==> config.mk <==
export PLATFORM = sky130hd
export DESIGN_NAME = pm_rate_meter
export DESIGN_NICKNAME = d
export VERILOG_FILES = /design/src/rtl/pm_rate_meter.sv
export SDC_FILE = /design/constraint.sdc
export NUM_CORES = 1
export LEC_CHECK = 0
export ABC_CLOCK_PERIOD_IN_PS = 4900
export CORE_ASPECT_RATIO = 0.7
export CORE_MARGIN = 1
export CORE_UTILIZATION = 63
export DETAILED_ROUTE_END_ITERATION = 8
export GPL_ROUTABILITY_DRIVEN = 0
export PLACE_DENSITY = 0.93
export SYNTH_ARGS = -nofsm -noshare
export SYNTH_HDL_FRONTEND = slang
export SYNTH_SLANG_ARGS = --single-unit
==> constraint.sdc <==
create_clock -name clk_i -period 4.9 [get_ports clk_i]
set_clock_uncertainty 0.2 [all_clocks]
set_input_delay 0.98 -clock clk_i [delete_from_list [all_inputs] [get_ports clk_i]]
set_output_delay 0.98 -clock clk_i [all_outputs]
set_load 0.02 [all_outputs]
==> src/rtl/pm_rate_meter.sv <==
`default_nettype none
// ============================================================================
// Module      : pm_rate_meter
// Description : Windowed receive-side rate meter: frame/byte count, min/max gap
// Revision    : 1.0 - initial release
// ============================================================================
module pm_rate_meter #(
  parameter int SIZE          = 64,
  parameter int WINDOW_CYCLES = 17920,
  parameter int COUNT_WIDTH   = 32,
  parameter int GAP_WIDTH     = 16
) (
  input  logic                              clk_i,
  input  logic                              rst_ni,
  input  logic                              enable_i,
  input  logic                              frame_in_i,
  output logic                              result_valid_o,
  output logic [COUNT_WIDTH-1:0]            frame_count_o,
  output logic [COUNT_WIDTH+$clog2(SIZE):0] byte_count_o,
  output logic [GAP_WIDTH-1:0]              gap_min_o,
  output logic [GAP_WIDTH-1:0]              gap_max_o,
  output logic                              gap_sat_o
);

  localparam int BYTE_WIDTH = COUNT_WIDTH + $clog2(SIZE) + 1;
  localparam int WIN_WIDTH  = $clog2(WINDOW_CYCLES);

  localparam logic [WIN_WIDTH-1:0]   C_WIN_LAST = WIN_WIDTH'(WINDOW_CYCLES - 1);
  localparam logic [COUNT_WIDTH-1:0] C_CNT_MAX  = '1;
  localparam logic [BYTE_WIDTH-1:0]  C_BYTE_MAX = '1;
  localparam logic [BYTE_WIDTH-1:0]  C_BYTE_INC = BYTE_WIDTH'(SIZE);
  localparam logic [GAP_WIDTH-1:0]   C_GAP_MAX  = '1;

  typedef enum logic [1:0] {
    S_IDLE  = 2'd0,
    S_ARMED = 2'd1,
    S_RUN   = 2'd2
  } state_e;

  state_e                  state_q;
  logic [WIN_WIDTH-1:0]    win_cnt_q;
  logic [COUNT_WIDTH-1:0]  frame_acc_q, frame_acc_d;
  logic [BYTE_WIDTH-1:0]   byte_acc_q, byte_acc_d;
  logic [GAP_WIDTH-1:0]    gap_cnt_q, gap_cnt_d;
  logic [GAP_WIDTH-1:0]    gmin_acc_q, gmin_acc_d;
  logic [GAP_WIDTH-1:0]    gmax_acc_q, gmax_acc_d;
  logic                    gsat_acc_q, gsat_acc_d;

  logic                    result_valid_q;
  logic [COUNT_WIDTH-1:0]  frame_count_q;
  logic [BYTE_WIDTH-1:0]   byte_count_q;
  logic [GAP_WIDTH-1:0]    gap_min_q, gap_max_q;
  logic                    gap_sat_q;

  // Window accumulators including the current cycle's strobe; a gap is only
  // meaningful once a previous strobe exists, i.e. in RUN.
  always_comb begin
    frame_acc_d = frame_acc_q;
    byte_acc_d  = byte_acc_q;
    gmin_acc_d  = gmin_acc_q;
    gmax_acc_d  = gmax_acc_q;
    gsat_acc_d  = gsat_acc_q;
    gap_cnt_d   = (gap_cnt_q == C_GAP_MAX) ? gap_cnt_q : gap_cnt_q + GAP_WIDTH'(1);
    if (frame_in_i) begin
      gap_cnt_d = GAP_WIDTH'(1);
      if (frame_acc_q != C_CNT_MAX) frame_acc_d = frame_acc_q + COUNT_WIDTH'(1);
      if (byte_acc_q > (C_BYTE_MAX - C_BYTE_INC)) byte_acc_d = C_BYTE_MAX;
      else                                        byte_acc_d = byte_acc_q + C_BYTE_INC;
      if (state_q == S_RUN) begin
        if (gap_cnt_q < gmin_acc_q) gmin_acc_d = gap_cnt_q;
        if (gap_cnt_q > gmax_acc_q) gmax_acc_d = gap_cnt_q;
        if (gap_cnt_q == C_GAP_MAX) gsat_acc_d = 1'b1;
      end
    end
  end

  always_ff @(posedge clk_i or negedge rst_ni) begin
    if (!rst_ni) begin
      state_q        <= S_IDLE;
      win_cnt_q      <= '0;
      frame_acc_q    <= '0;
      byte_acc_q     <= '0;
      gap_cnt_q      <= '0;
      gmin_acc_q     <= C_GAP_MAX;
      gmax_acc_q     <= '0;
      gsat_acc_q     <= 1'b0;
      result_valid_q <= 1'b0;
      frame_count_q  <= '0;
      byte_count_q   <= '0;
      gap_min_q      <= C_GAP_MAX;
      gap_max_q      <= '0;
      gap_sat_q      <= 1'b0;
    end else begin
      result_valid_q <= 1'b0;
      case (state_q)
        S_IDLE: begin
          if (enable_i) begin
            state_q     <= S_ARMED;
            win_cnt_q   <= '0;
            frame_acc_q <= '0;
            byte_acc_q  <= '0;
            gmin_acc_q  <= C_GAP_MAX;
            gmax_acc_q  <= '0;
            gsat_acc_q  <= 1'b0;
          end
        end
        S_ARMED: begin
          if (!enable_i) begin
            state_q <= S_IDLE;
          end else if (frame_in_i) begin
            // The first strobe is window cycle 0.
            state_q     <= S_RUN;
            win_cnt_q   <= WIN_WIDTH'(1);
            frame_acc_q <= frame_acc_d;
            byte_acc_q  <= byte_acc_d;
            gap_cnt_q   <= gap_cnt_d;
          end
        end
        S_RUN: begin
          if (!enable_i) begin
            state_q <= S_IDLE;
          end else begin
            gap_cnt_q <= gap_cnt_d;
            if (win_cnt_q == C_WIN_LAST) begin
              win_cnt_q      <= '0;
              result_valid_q <= 1'b1;
              frame_count_q  <= frame_acc_d;
              byte_count_q   <= byte_acc_d;
              gap_min_q      <= gmin_acc_d;
              gap_max_q      <= gmax_acc_d;
              gap_sat_q      <= gsat_acc_d;
              frame_acc_q    <= '0;
              byte_acc_q     <= '0;
              gmin_acc_q     <= C_GAP_MAX;
              gmax_acc_q     <= '0;
              gsat_acc_q     <= 1'b0;
            end else begin
              win_cnt_q   <= win_cnt_q + WIN_WIDTH'(1);
              frame_acc_q <= frame_acc_d;
              byte_acc_q  <= byte_acc_d;
              gmin_acc_q  <= gmin_acc_d;
              gmax_acc_q  <= gmax_acc_d;
              gsat_acc_q  <= gsat_acc_d;
            end
          end
        end
        default: state_q <= S_IDLE;
      endcase
    end
  end

  assign result_valid_o = result_valid_q;
  assign frame_count_o  = frame_count_q;
  assign byte_count_o   = byte_count_q;
  assign gap_min_o      = gap_min_q;
  assign gap_max_o      = gap_max_q;
  assign gap_sat_o      = gap_sat_q;

endmodule
`default_nettype wire

# Yosys cells after proc, flatten, opt, wreduce, memory -nomap -nowiden
# Cells that the tools add are included.
[totals]
output_inout_bits = 105
input_bits = 4
register_bits = 242
word_cells = 95
[classes]
eq_ne = 11
mux = 54
n_reduce_logical = 9
n_addsub = 4
magnitude_cmp = 3
[ops]
columns = ["operator", "n"]
rows = [
  ["39-bit 2-to-1 mux", 7],
  ["16-bit 2-to-1 mux", 15],
  ["32-bit 2-to-1 mux", 7],
  ["39-bit case mux with 3 select lines", 1],
  ["16-bit case mux with 2 select lines", 3],
  ["32-bit case mux with 3 select lines", 1],
  ["15-bit 2-to-1 mux", 5],
  ["15-bit case mux with 3 select lines", 1],
  ["39-bit by 7-bit adder with 39-bit output, second input constant", 1],
  ["39-bit greater-than comparator, second input constant", 1],
  ["32-bit by 1-bit adder with 32-bit output, second input constant", 1],
  ["32-bit inequality test, second input constant", 1],
  ["16-bit by 1-bit adder with 16-bit output, second input constant", 1],
  ["16-bit equality test, second input constant", 1],
  ["16-bit greater-than comparator", 1],
  ["16-bit < comparator", 1],
  ["15-bit by 1-bit adder with 15-bit output, second input constant", 1],
  ["15-bit equality test, second input constant", 1],
  ["2-bit inequality test, second input constant", 5],
  ["3-bit AND reduction", 3],
  ["1-bit 2-to-1 mux", 8],
  ["2-bit 2-to-1 mux", 4],
  ["2-bit case mux with 3 select lines", 1],
  ["5-bit AND reduction", 1],
  ["8 further kinds", 9],
]

# Logic depth before layout (Yosys ltp)
# Gate-level depths: netlist of run 1.
[depth]
depth_word = 6
depth_mapped = 12
mapped_depth_nobuf = 8

# Worst setup path after synthesis of run 1
# OpenSTA, ideal clock, no wires.
[synth_timing]
path_type = "input port to flip-flop"
startpoint = "in frame_in_i"
endpoint = "reg byte_acc_q[38]"
arrival_ns = 2.521
path_buffers = 1
setup_slack_ns = 2.058
setup_ns = 0.121
required_ns = 4.579
cell_stages = 7
cell_sequence = "clkbuf_1 -> nand3_1 -> nor3_2 -> nand3_1 -> nor2_1 -> o21ai_0 -> a22o_1"
[synth_via]
elab_chain_cells = 4
elab_cells_between_ends = 8
cone_classes = "eq/ne: 1; mux: 6; reduce/logical: 1"
[synth_lines]
columns = ["item", "line_no", "text"]
rows = [
  ["from (decl)", "16", "input logic frame_in_i,"],
  ["39-bit 2-to-1 mux", "64", "if (frame_in_i) begin"],
  ["39-bit 2-to-1 mux, on equally long branches", "124, 110", ""],
  ["39-bit 2-to-1 mux, on equally long branches", "120, 108", ""],
  ["39-bit case mux with 3 select lines", "95", "case (state_q)"],
  ["to (signal assigned)", "115", "byte_acc_q <= byte_acc_d;"],
  ["to (signal assigned)", "140", "byte_acc_q <= byte_acc_d;"],
  ["to (decl)", "43", "logic [BYTE_WIDTH-1:0] byte_acc_q, byte_acc_d;"],
]
# Several ways; a longest one is shown, not always the timed one. The select of a mux whose other input is x is not followed.
# A chain may end at the register's enable or synchronous reset.

# Worst setup path in the final report of run 1
[layout_timing]
startpoint = "reg gap_cnt_q[11]"
endpoint = "reg gmax_acc_q[2]"
[layout_via]
elab_chain_cells = 6
[layout_lines]
columns = ["item", "line_no", "text"]
rows = [
  ["from (decl)", "44", "logic [GAP_WIDTH-1:0] gap_cnt_q, gap_cnt_d;"],
  ["from (signal assigned)", "116", "gap_cnt_q <= gap_cnt_d;"],
  ["from (signal assigned)", "123", "gap_cnt_q <= gap_cnt_d;"],
  ["16-bit greater-than comparator", "71", "if (gap_cnt_q > gmax_acc_q) gmax_acc_d = gap_cnt_q;"],
  ["16-bit 2-to-1 mux", "71", ""],
  ["16-bit 2-to-1 mux", "64", ""],
  ["16-bit 2-to-1 mux", "124", "if (win_cnt_q == C_WIN_LAST) begin"],
  ["16-bit 2-to-1 mux", "120", "if (!enable_i) begin"],
  ["16-bit case mux with 2 select lines", "95", ""],
  ["to (signal assigned)", "142", "gmax_acc_q <= gmax_acc_d;"],
  ["to (decl)", "46", "logic [GAP_WIDTH-1:0] gmax_acc_q, gmax_acc_d;"],
]
# Every way passes these cells. The select of a mux whose other input is x is not followed.

==> results of run 1 <==
routing by layer:
layer	vias to the layer above	routed length (um)	track usage (%)
met4	0	850	9.85
met2	616	14900	50.9
li1	5075	-	-
met1	5409	14500	45.4
met5	-	0	0
met3	89	3050	5.64
per-stage QoR:
step / instances / hold WS (ns)
after floorplan: 1376 / 0.258
after global placement: 1681 / 0.250
after detailed placement: 1681 / 0.271
after CTS: 1725 / 0.287
after global routing: 1725 / 0.306
final: 1725 / 0.279
where the power goes:
group          switching (uW)  total (uW)  internal, uW
combinational             985        1440           451
sequential                160        2290          2120
clock                     802        1890          1090
worst min-delay path by stage:
stage	to	cells after the start
2_1_floorplan	byte_acc_q[2]	1
3_5_place_dp	byte_count_o[4]	2
4_1_cts	byte_count_o[1]	2
5_1_grt	byte_count_o[1]	2
3_3_place_gp	byte_count_o[5]	2
6_report	byte_count_o[1]	2
critical path, cell delays in order (launching register included):
cell      delay (ns)
dfrtp_1         0.58
ha_1            0.44
nand4_1         0.28
a2111o_1        0.45
a31oi_2         0.54
and2_1          0.69
a22o_1          0.23
logic make-up after synthesis:
kind of cell	count (synthesis)	share of synthesized area, %
flops	242	47.4
buf+inv	142	4.43
simple gates	455	17.5
compound gates	388	18.9
mux	37	2.91
fa+ha+maj	40	3.89
xor+xnor	72	4.91
synth_stat cells (5+ instances only):
library cell    n
nand2_1       169
a31oi_1        58
or3_1           8
a21o_1         12
a21oi_1        55
nand3_1        44
nand2b_1        8
a22o_1         31
and2_1         12
a211oi_1        5
nor3_1         13
ha_1           40
nor2_1         91
or2_2           5
inv_1          52
o22a_1         18
xor2_1         26
o31ai_1        20
nand4_1        29
dfrtp_1       210
dfstp_2        32
nor2b_1         6
and3_1         18
and4_1         19
buf_2          27
nor4_1         13
xnor2_1        46
mux2i_1        34
o21ai_0       158
clkbuf_1       58
final cells by class:
| class | instances | area share [%] |
|---|---|---|
| Sequential cell | 242 | 40.9 |
| Tap cell | 270 | 2.27 |
| Multi-Input combinational cell | 992 | 41.8 |
| Timing Repair Buffer | 124 | 8.27 |
| Clock inverter | 9 | 0.756 |
| Clock buffer | 35 | 4.65 |
| Inverter | 53 | 1.34 |
state kept, by name (all words and copies together), names as in the netlist:
name / count
byte_acc_q: 39
byte_count_o: 39
frame_acc_q: 32
frame_count_o: 32
gap_cnt_q: 16
gap_max_o: 16
gap_min_o: 16
gap_sat_o: 1
gmax_acc_q: 16
gmin_acc_q: 16
gsat_acc_q: 1
result_valid_o: 1
state_q: 2
win_cnt_q: 15
==> results.md, run 1 <==
* Largest net degree at the start of global routing at about 140
* Initial antenna violation count at 0
* Final period util at 71.5%
* CTS Hold Buffers Added at 0
* CP arrival at around 3.8 ns
* Kind of critical path: register to register
* Most common cell after layout, fill and taps aside: dfrtp_1
* Starting Density at approximately 65%
* Synth Instances at approximately 1400
* Max Cap Viol at 0
* EDFF count, synth at 0
* Grt ovf at 0
* Area of the multi-input gates at ~6200 sq um
* Routed wire per std cell at between 15 and 20 um
* Final TNS setup at 0 ns
* FILL cells at about 1400
* Avg Cell Area, Syn at slightly above 9 sq um
* Post-CTS Resized at 0
* Die Y at roughly 120 um
* Slew Viols, Final at 0
* Hold path start: byte_count_o[1]
* Max Buffers Root-to-Sink at 3
* Worst EP required at ~5 ns
* Largest area contributor in the netlist: dfrtp_1
* Top cell type's share of synthesized area at ~41%
* # H-tree levels at 1
* Pwr dens at between 300 and 400 nW/um^2
* Leakage power at 0.00639 uW
* Die width at around 170 um
* Maximum clock frequency at between 200 and 300 MHz
* Iter 0 DRT Violations at roughly 1200
* CP endpoint: gmax_acc_q[2]
* CP startpoint kind: register
* Total GRT Usage at ~32%
* Core area at 19900 sq um
* Area grow syn2layout at 15.9%
* Number of synthesized register bits at 242
* Port Buf Inserts at ~110
* Fin nets at roughly 1500
* Tmin final at around 3.5 ns
* RR Endpoint: gmax_acc_q[2]
* Post-route ant nets at 0
* RSZ-0062 raised after global routing: false
* Worst Max-Slew Pin Slew at between 1 and 1.5 ns
* Seq/Total Area, Yosys at a little under half
* Pre-CTS setup slack at 1.01 ns
* Top post-synthesis cells by area: dfrtp_1 41%, dfstp_2 6.5%, o21ai_0 6.2%, nand2_1 4.9%, ha_1 3.9%
* Final Util at between 70% and 80%
* Vias per inst at 6.49
* First-pass GRT wire length at 54.5 mm
* Placed Instance Area at 14100 sq um
* Final WS setup at 1.40 ns
* Total vias in the final route at 11189
* Final wirelength at 33.3 mm
* Final hold vios at 0
* Maximum VDD drop at between 0.0002 and 0.00025 V
* Post-CTS Setup Bufs at 0
* Clock latency on the worst-skew pair at between 0.5 and 0.6 ns
* Tightest Hold Check Type: register to register
* Yosys warns at 0
* Worst R2R Start: gap_cnt_q[11]
* Antenna cell count at 0
* Dpl hpwl at about 22 mm
* Die footprint at around 21000 sq um
* CTS Buf Count at 24
* Total Power at roughly 5600 uW
* Syn nets at approximately 1400
* Critical Path End Type: register
* CTS tree: done
* Setup violations, final at 0
* Synth cell types at approximately 70
* Most frequent cells in the layout: 210 x dfrtp_1, 169 x nand2_1, 158 x o21ai_0
* Relative slew slack at around 18%
* Site Rows at 43
* Root buffer cell: clkbuf_16
* Most common flop cell mapped by yosys: dfrtp_1
* Outcome: completed
* Design Area, Final at approximately 15000 sq um
* Post-route DRC violation count at 0
* Synth async-reset ratio at 100%
* Crit. Startpoint: gap_cnt_q[11]
* TritonCTS Sinks at between 200 and 250
* R2R cell count at 6
* Sequential cell area at ~6100 sq um
* IO Count at between 100 and 150
* Layout cells sized above 1 at around 8%
* Synth Cell Area at roughly 13000 sq um
* Reg2reg setup slack at around 1.4 ns
* Clock slew at reported path FFs at around 0.07 ns
* Vias in the first global route at ~11000
* Maximum fanout along the worst path at 16
* DR pass1 iterations at 6
Note: power is estimated with default switching activity, not from simulation.
==> run 2, diff against run 1 <==
==> config.mk (replaced) <==
export PLATFORM = sky130hd
export DESIGN_NAME = pm_rate_meter
export DESIGN_NICKNAME = d
export VERILOG_FILES = /design/src/rtl/pm_rate_meter.sv
export SDC_FILE = /design/constraint.sdc
export NUM_CORES = 1
export LEC_CHECK = 0
export ABC_CLOCK_PERIOD_IN_PS = 2800
export CORE_ASPECT_RATIO = 0.7
export CORE_MARGIN = 1
export CORE_UTILIZATION = 53
export DETAILED_ROUTE_END_ITERATION = 8
export GPL_ROUTABILITY_DRIVEN = 0
export PLACE_DENSITY = 0.84
export SYNTH_ARGS = -nofsm -noshare
export SYNTH_HDL_FRONTEND = slang
export SYNTH_SLANG_ARGS = --single-unit
==> constraint.sdc (replaced) <==
create_clock -name clk_i -period 2.8 [get_ports clk_i]
set_clock_uncertainty 0.2 [all_clocks]
set_input_delay 0.56 -clock clk_i [delete_from_list [all_inputs] [get_ports clk_i]]
set_output_delay 0.56 -clock clk_i [all_outputs]
set_load 0.02 [all_outputs]
==> results.md, run 2 (synthesis results as in run 1) <==
* Maximum fanout along the worst path at 16
* Die Y at roughly 130 um
* FILL cells at ~1800
* Total GRT Usage at around a quarter
* Vias per inst at roughly 6
* Final hold vios at 0
* Final wirelength at ~33 mm
* Relative slew slack at between 50% and 60%
* Grt ovf at 0
* IO Count at ~110
* Core area at around 24000 sq um
* Layout cells sized above 1 at ~13%
* CTS tree: done
* Kind of critical path: register to register
* Most frequent cells in the layout: 210 x dfrtp_1, 169 x nand2_1, 157 x o21ai_0
* Antenna cell count at 0
* Leakage power at between 0.006 and 0.007 uW
* Largest net degree at the start of global routing at between 80 and 90
* Pwr dens at between 600 and 700 nW/um^2
* Post-route ant nets at 0
* Root buffer cell: clkbuf_16
* Fin nets at 1553
* First-pass GRT wire length at 54.4 mm
* Critical Path End Type: register
* CP startpoint kind: register
* Iter 0 DRT Violations at around 950
* Hold path start: byte_count_o[3]
* Slew Viols, Final at 0
* Clock latency on the worst-skew pair at between 0.5 and 0.6 ns
* Worst EP required at about 3 ns
* Setup violations, final at 0
* Dpl hpwl at 22.8 mm
* # H-tree levels at 1
* Port Buf Inserts at ~110
* Tmin final at 2.70 ns
* Max Cap Viol at 0
* Total vias in the final route at 11132
* Area grow syn2layout at 22.6%
* Die footprint at between 20000 and 25000 sq um
* CTS Buf Count at 25
* Vias in the first global route at roughly 11000
* Site Rows at 47
* Post-route DRC violation count at 0
* Final Util at 66.5%
* CP arrival at ~3 ns
* DR pass1 iterations at 6
* Clock slew at reported path FFs at 0.06 ns
* Worst Max-Slew Pin Slew at 0.724 ns
* Initial antenna violation count at 0
* Hold Slack at approximately 0.27 ns
* Outcome: completed
* Final period util at a little over nine tenths
* Maximum clock frequency at around 370 MHz
* Maximum VDD drop at between 0.0005 and 0.0006 V
* Most common cell after layout, fill and taps aside: dfrtp_1
* Max Buffers Root-to-Sink at 3
* Crit. Startpoint: gmax_acc_q[11]
* TritonCTS Sinks at between 200 and 250
* Die width at 188 um
* Starting Density at a little over half
* Tightest Hold Check Type: register to register
* Worst R2R Start: gmax_acc_q[11]
* Routed wire per std cell at between 15 and 20 um
run 2: cell types whose count changed in the layout (fill, tap and decap cells not counted), sizes merged:
cell         before  now
clkbuf           35   33
clkinvlp          1    3
buf              17   87
dlygate4sd3       0    1
bufinv            2    5
clkinv            5    3
run 2: metrics by stage:
stage	instance area, sq um	total power (uW)	std cells	TNS (ns)	setup WS, ns
6_report	15800	10500	1845	0	0.105
5_1_grt	15800	11000	1845	-0.000304	-0.000304
4_1_cts	15700	10400	1844	0	0.0602
3_5_place_dp	14800	6790	1798	-1.54	-0.102
3_3_place_gp	14800	6660	1798	-0.105	-0.0299
2_1_floorplan	12900	5700	1376	0	0.0897
run 2: worst max-delay path: stages (launching register included):
cell and delay, ns:
dfrtp_1 0.37, inv_1 0.06, ha_1 0.31, nand4_1 0.26, a2111o_1 0.47, a31oi_4 0.23
buf_4 0.21, and2_1 0.19, buf_12 0.16, a22o_1 0.15
run 2: layout make-up:
class / instances / area, sq um / share of cell area (%)
Clock buffer: 33 / 696 / 4.42
Multi-Input combinational cell: 992 / 6270 / 39.8
Timing Repair Buffer: 195 / 1900 / 12.1
Tap cell: 318 / 398 / 2.53
Inverter: 53 / 199 / 1.26
Clock inverter: 12 / 196 / 1.25
Sequential cell: 242 / 6100 / 38.7
run 2: metal layers:
layer  GRT usage, %  up-vias  routed length, um
li1               -     5224                  -
met1           40.0     5391              15200
met2           40.1      455              14300
met3           4.90       62               2640
met4           5.51        0                592
met5              0        -                  0
run 2: what timing repair did:
item                                    CTS  global route
endpoints found under the setup margin    0            69
endpoints found under the hold margin    50             0
gates resized for setup                   0             9
setup buffers                             0             1
hold buffers                              1             0
run 2: path summary, 6_finish.rpt:
path,end,cells after the start,slack (ns)
max in group asynchronous,gap_min_o[14],3,1.26
min in group asynchronous,gap_max_o[8],2,0.35
setup / recovery,gmax_acc_q[1],9,0.10
hold reg to reg,byte_count_o[3],2,0.27
hold / removal,byte_count_o[3],2,0.27
setup reg to reg,gmax_acc_q[1],9,0.10
run 2: power breakdown:
part           internal [uW]  switching, uW
combinational           1100           1900
clock                   2210           1410
sequential              3720            170
total                   7030           3470
